===== src/rtl/door_access_ctrl.sv =====
// Door access sequencer around the serial-password lock core.
// Holds the core in reset until a user request, grants one attempt, then
// opens the door for a timed window on success or counts the failure and
// enforces a timed lockout (with a one-cycle alarm) when the limit is hit.
//
//   state     | meaning
//   ----------+-----------------------------------------------------------
//   S_IDLE    | core held in reset, waiting for start
//   S_WAIT    | core released, waiting for unlock/error or response timeout
//   S_OPEN    | door actuator enabled for OPEN_CYC cycles
//   S_LOCKOUT | attempts blocked for LOCK_CYC cycles after MAX_FAIL failures
module door_access_ctrl #(
    parameter int MAX_FAIL = 3,
    parameter int OPEN_CYC = 50,
    parameter int LOCK_CYC = 1000,
    parameter int RESP_TO  = 16
) (
    input  logic       clk,
    input  logic       reset,
    input  logic       start,
    input  logic       core_unlock,
    input  logic       core_error,
    output logic       core_rst,
    output logic       door_open,
    output logic       locked_out,
    output logic       alarm,
    output logic       busy,
    output logic [2:0] fail_cnt
);

    typedef enum logic [1:0] {
        S_IDLE    = 2'd0,
        S_WAIT    = 2'd1,
        S_OPEN    = 2'd2,
        S_LOCKOUT = 2'd3
    } state_t;

    state_t      state_q, state_d;
    logic [15:0] timer_q, timer_d;
    logic [2:0]  fail_q, fail_d;
    logic [3:0]  fail_inc;
    logic        fail_evt;

    logic core_rst_q, core_rst_d;
    logic door_q, door_d;
    logic lock_q, lock_d;
    logic alarm_q, alarm_d;
    logic busy_q, busy_d;

    // State, timer, failure counter and all outputs are registered together
    always_ff @(posedge clk or negedge reset) begin
        if (!reset) begin
            state_q    <= S_IDLE;
            timer_q    <= 16'd0;
            fail_q     <= 3'd0;
            core_rst_q <= 1'b1;
            door_q     <= 1'b0;
            lock_q     <= 1'b0;
            alarm_q    <= 1'b0;
            busy_q     <= 1'b0;
        end else begin
            state_q    <= state_d;
            timer_q    <= timer_d;
            fail_q     <= fail_d;
            core_rst_q <= core_rst_d;
            door_q     <= door_d;
            lock_q     <= lock_d;
            alarm_q    <= alarm_d;
            busy_q     <= busy_d;
        end
    end

    // Next state, timer and failure count; a core error outranks a same-cycle unlock
    always_comb begin
        state_d  = state_q;
        timer_d  = timer_q;
        fail_d   = fail_q;
        fail_evt = 1'b0;
        fail_inc = {1'b0, fail_q} + 4'd1;

        case (state_q)
            S_IDLE: begin
                if (start) begin
                    state_d = S_WAIT;
                    timer_d = 16'(RESP_TO);
                end
            end
            S_WAIT: begin
                if (core_error) begin
                    fail_evt = 1'b1;
                end else if (core_unlock) begin
                    state_d = S_OPEN;
                    fail_d  = 3'd0;
                    timer_d = 16'(OPEN_CYC);
                end else if (timer_q <= 16'd1) begin
                    fail_evt = 1'b1;
                end else begin
                    timer_d = timer_q - 16'd1;
                end
            end
            S_OPEN: begin
                if (timer_q <= 16'd1) begin
                    state_d = S_IDLE;
                    timer_d = 16'd0;
                end else begin
                    timer_d = timer_q - 16'd1;
                end
            end
            S_LOCKOUT: begin
                if (timer_q <= 16'd1) begin
                    state_d = S_IDLE;
                    timer_d = 16'd0;
                    fail_d  = 3'd0;
                end else begin
                    timer_d = timer_q - 16'd1;
                end
            end
            default: begin
                state_d = S_IDLE;
                timer_d = 16'd0;
            end
        endcase

        // Failure outcome: lockout when the limit is reached, else back to idle
        if (fail_evt) begin
            if (fail_inc == 4'(MAX_FAIL)) begin
                state_d = S_LOCKOUT;
                fail_d  = 3'(MAX_FAIL);
                timer_d = 16'(LOCK_CYC);
            end else begin
                state_d = S_IDLE;
                fail_d  = fail_inc[2:0];
                timer_d = 16'd0;
            end
        end
    end

    // Next output values derived from the next state so outputs align with it
    always_comb begin
        core_rst_d = (state_d != S_WAIT);
        door_d     = (state_d == S_OPEN);
        lock_d     = (state_d == S_LOCKOUT);
        alarm_d    = (state_d == S_LOCKOUT) && (state_q != S_LOCKOUT);
        busy_d     = (state_d != S_IDLE);
    end

    assign core_rst   = core_rst_q;
    assign door_open  = door_q;
    assign locked_out = lock_q;
    assign alarm      = alarm_q;
    assign busy       = busy_q;
    assign fail_cnt   = fail_q;

endmodule


===== config.mk =====
export PLATFORM = sky130hd
export DESIGN_NAME = door_access_ctrl
export DESIGN_NICKNAME = d
export VERILOG_FILES = /design/src/rtl/door_access_ctrl.sv
export SDC_FILE = /design/constraint.sdc
export NUM_CORES = 1
export LEC_CHECK = 0
export BUFFER_PORTS_ARGS = -buffer_cell sky130_fd_sc_hd__buf_2
export CORE_ASPECT_RATIO = 0.7
export CORE_MARGIN = 4
export CORE_UTILIZATION = 30
export DETAILED_ROUTE_END_ITERATION = 16
export PLACE_DENSITY = 0.58
export SLEW_MARGIN = 20
export SYNTH_ARGS = -nofsm -noshare
export SYNTH_HDL_FRONTEND = slang
export SYNTH_SLANG_ARGS = --single-unit

===== constraint.sdc =====
create_clock -name clk -period 3.3 [get_ports clk]
set_clock_uncertainty 0.1 [all_clocks]
set_input_delay 0.33 -clock clk [delete_from_list [all_inputs] [get_ports clk]]
set_output_delay 0.33 -clock clk [all_outputs]
set_load 0.1 [all_outputs]

==> summary.md <==
| Metric | Value |
|---|---|
| Status | finished, final reports clean |
| Req. time, crit path | approximately 3.4 ns |
| Slowest CP cell | or4_1 |
| ANT nets after route | 0 |
| Placed cell area | approximately 1600 µm² |
| RSZ-0062 raised after global routing | false |
| Met2 usage | between 10% and 20% |
| Clock-pin slew on the worst setup and hold paths | ~0.090 ns |
| Syn Nets | between 150 and 200 |
| Core ar. | ~4800 µm² |
| Final instance area | 1664 µm² |
| Multi-input gate area | 777.0 µm² |
| Worst EP arrival | between 2 and 3 ns |
| Post-cts sizing count | 0 |
| Fillers | 502 |
| Synthesized area per cell | ~9 µm² |
| Layout cells sized above 1 | between 10% and 20% |
| Maxcap violations | 0 |
| Slew Viols, Final | 0 |
| Die area | ~6000 µm² |
| Worst Tran Pin Value | around 1.0 ns |
| Area grow syn2layout | 12.52% |
| Post-synth cell types | 40 |
| Clk sinks | 26 |
| CP Capture Type | flip-flop |
| Vias/cell | just under 5 |
| DIE HEIGHT | 66.75 µm |
| Yosys warns | 0 |
| First-pass GRT wire length | 5.485 mm |
| Rows | 21 |
| Min-Delay Startpoint | start |
| Synthesized instance count | between 150 and 200 |
| Synth Register Bits | 26 |
| CTS buffer count | 3 |
| Hpwl dp | between 2 and 2.5 mm |
| Routed len/inst | roughly 13 µm |
| Met3 usage | under 10% |
| Final hold violation count | 0 |
| WP depth | 4 |
| Layout Cells excl Fill | about 240 |
| Vias | 1194 |
| GP Congestion | approximately 0.76 |
| Crit Path Category | reg -> reg |
| Clock Path Buffers | 2 |
| Initial antenna violation count | 0 |
| Placed instance count | ~240 |
| CP Launch Type | flip-flop |
| Vias in the first global route | approximately 1100 |
| Yosys top cell by area | dfrtp_1 |
| Sequential share of the synthesized area | 44.08% |
| Synth top area share | 42.30% |
| Nets | 183 |
| GRT overflow | 0 |
| Worst R2R Path Depth | 4 |
| Antenna fix cells | 0 |
| Headroom to the max-slew limit | between 30% and 40% |
| Slowest stage delay, CP | around 0.67 ns |
| Root buffer cell | clkbuf_8 |
| CTS tree | built |
| Hold Path End | state_q[0]$_DFF_PN0_ |
| Worst-Skew Late Latency | roughly 0.27 ns |
| Ports | 13 |
| Worst reg2reg path startpoint | timer_q[5]$_DFFE_PN0P_ |
| # H-tree levels | 1 |
| Storage cell area | about 650 µm² |
| DRC | 0 |
| Worst Hold Depth | 2 |
| Largest net degree at the start of global routing | 27 |
| Drt first pass iters | 4 |
| Global route hottest layer | met1 |
| Post-Syn Area | between 1000 and 1500 µm² |
| PortBufs | 12 |
| F_max | about 400 MHz |
| Worst-path cell chain | or4_1 > nor4_2 > a21boi_1 > a221o_1 |
| Initial core utilization | between 30% and 40% |
| First DRT Iteration DRCs | about 110 |
| Setup_tns | 0 ns |
| R2r endpoint | timer_q[9]$_DFFE_PN0P_ |
| Met1 Usage GRT | 17.37% |
| R2R Setup Slk | 0.79 ns |
| HP Class | in -> reg |
| Final setup violation count | 0 |
| Chip width | about 90 µm |
| Pwr dens | between 1000 and 1500 nW/µm² |
| Worst vdd ir | 0.4172 mV |
| Synth area leaders | dfrtp_1, a21oi_1, nand2_1 |
| Buf/Inv on CP | 0 |
| Leak | between 0.7 and 0.8 nW |
| All-Layer GR Usage | roughly 11% |
| Final min period | around 2.5 ns |
| Detailed Route WL | roughly 3.2 mm |
| Worst-path fanout max | 15 |
| Period utilization | 76.03% |
| Critical path's top delay family | simple AND/OR/NAND/NOR gates |
-- cell type report --
cell class	count	share of cell area (%)
multi-input cells	122	46.69
flip-flops and latches	26	39.17
clock buffers	4	2.707
inverters	7	1.579
well taps	69	5.188
repair buffers	14	4.662
-- how the worst max path moves through the flow --
stage	start	to	slack, ns
CTS	timer_q[0]$_DFFE_PN0P_	timer_q[14]$_DFFE_PN0P_	0.78
floorplan	timer_q[0]$_DFFE_PN0P_	timer_q[14]$_DFFE_PN0P_	0.93
global route	timer_q[0]$_DFFE_PN0P_	timer_q[15]$_DFFE_PN0P_	0.52
finish	timer_q[5]$_DFFE_PN0P_	timer_q[9]$_DFFE_PN0P_	0.79
detailed placement	timer_q[0]$_DFFE_PN0P_	timer_q[14]$_DFFE_PN0P_	0.80
global placement	timer_q[0]$_DFFE_PN0P_	timer_q[14]$_DFFE_PN0P_	0.84
-- cell usage after synthesis, drive strengths merged --
cell type and instances:
xor2 3, a31oi 6, or3 6, o2bb2ai 2, nor2 14, nand3 1, clkbuf 4, or4b 1
a221o 4, nor3 6, a211o 5, a21bo 1, a22o 1, o21bai 3, nand2b 4, a21o 2
ha 4, buf 2, nor4 4, nand3b 2, xnor2 1, nand2 14, inv 7, dfrtp 25
o21ai 8, nor2b 1, a21boi 1, dfstp 1, or2 3, a221oi 1, o31ai 2, or4 5
a21oi 16, nand4 1
-- logic make-up after synthesis --
group | share of synthesized area, %
AO/OA/AOI/OAI | 23.69
XOR/XNOR | 2.369
buffers and inverters | 3.384
AND/OR/NAND/NOR | 23.10
flip-flops | 44.08
adder cells (fa/ha/maj) | 3.384
-- sequential cells by signal, indices dropped and copies added (netlist names) --
register,flops
busy,1
core_rst,1
door_open,1
fail_cnt,3
state_q,2
alarm,1
locked_out,1
timer_q,16
-- per-layer routing --
layer	up-vias	part of all wire, %
met1	556	57
met2	15	38
li1	619	-
met3	4	3.7
met4	0	0.72
met5	-	0
-- power breakdown --
part	internal, mW	switching (mW)	total (mW)
Clock	0.0864	0.0963	0.183
Combinational	0.299	0.621	0.920
Sequential	0.448	0.162	0.610
-- cells in the final DEF (no fill, tap or decap), types with 2 or more instances in the layout --
cell type	count
dfrtp_1	25
a21oi_1	15
nor2_1	14
nand2_1	14
buf_2	12
o21ai_0	8
inv_1	7
a31oi_1	6
nor3_1	5
or3_1	5
a211o_1	5
or4_1	4
nand2b_1	4
a221o_1	4
ha_1	4
nor4_1	3
or2_2	3
o21bai_1	3
xor2_1	3
clkbuf_8	3
nand3b_1	2
o2bb2ai_1	2
a21o_1	2
o31ai_1	2
-- what timing repair did --
action,in CTS,in global routing
endpoints found under the setup margin,0,0
hold endpoints to repair,25,0
setup buffers,0,0
hold buffers,1,0
-- metrics by stage --
step | setup slack (ns) | power [mW] | hold slack, ns | utilization [%]
detailed placement | 0.8003 | 1.530 | 0.2679 | 33.65
global route | 0.5237 | 1.862 | 0.2395 | 34.80
global placement | 0.8421 | 1.528 | 0.2726 | 33.65
CTS | 0.7821 | 1.726 | 0.2315 | 34.80
finish | 0.7911 | 1.713 | 0.2400 | 34.80
floorplan | 0.9273 | 1.354 | -0.06559 | -
No activity file was read; power rests on OpenSTA's default activity.
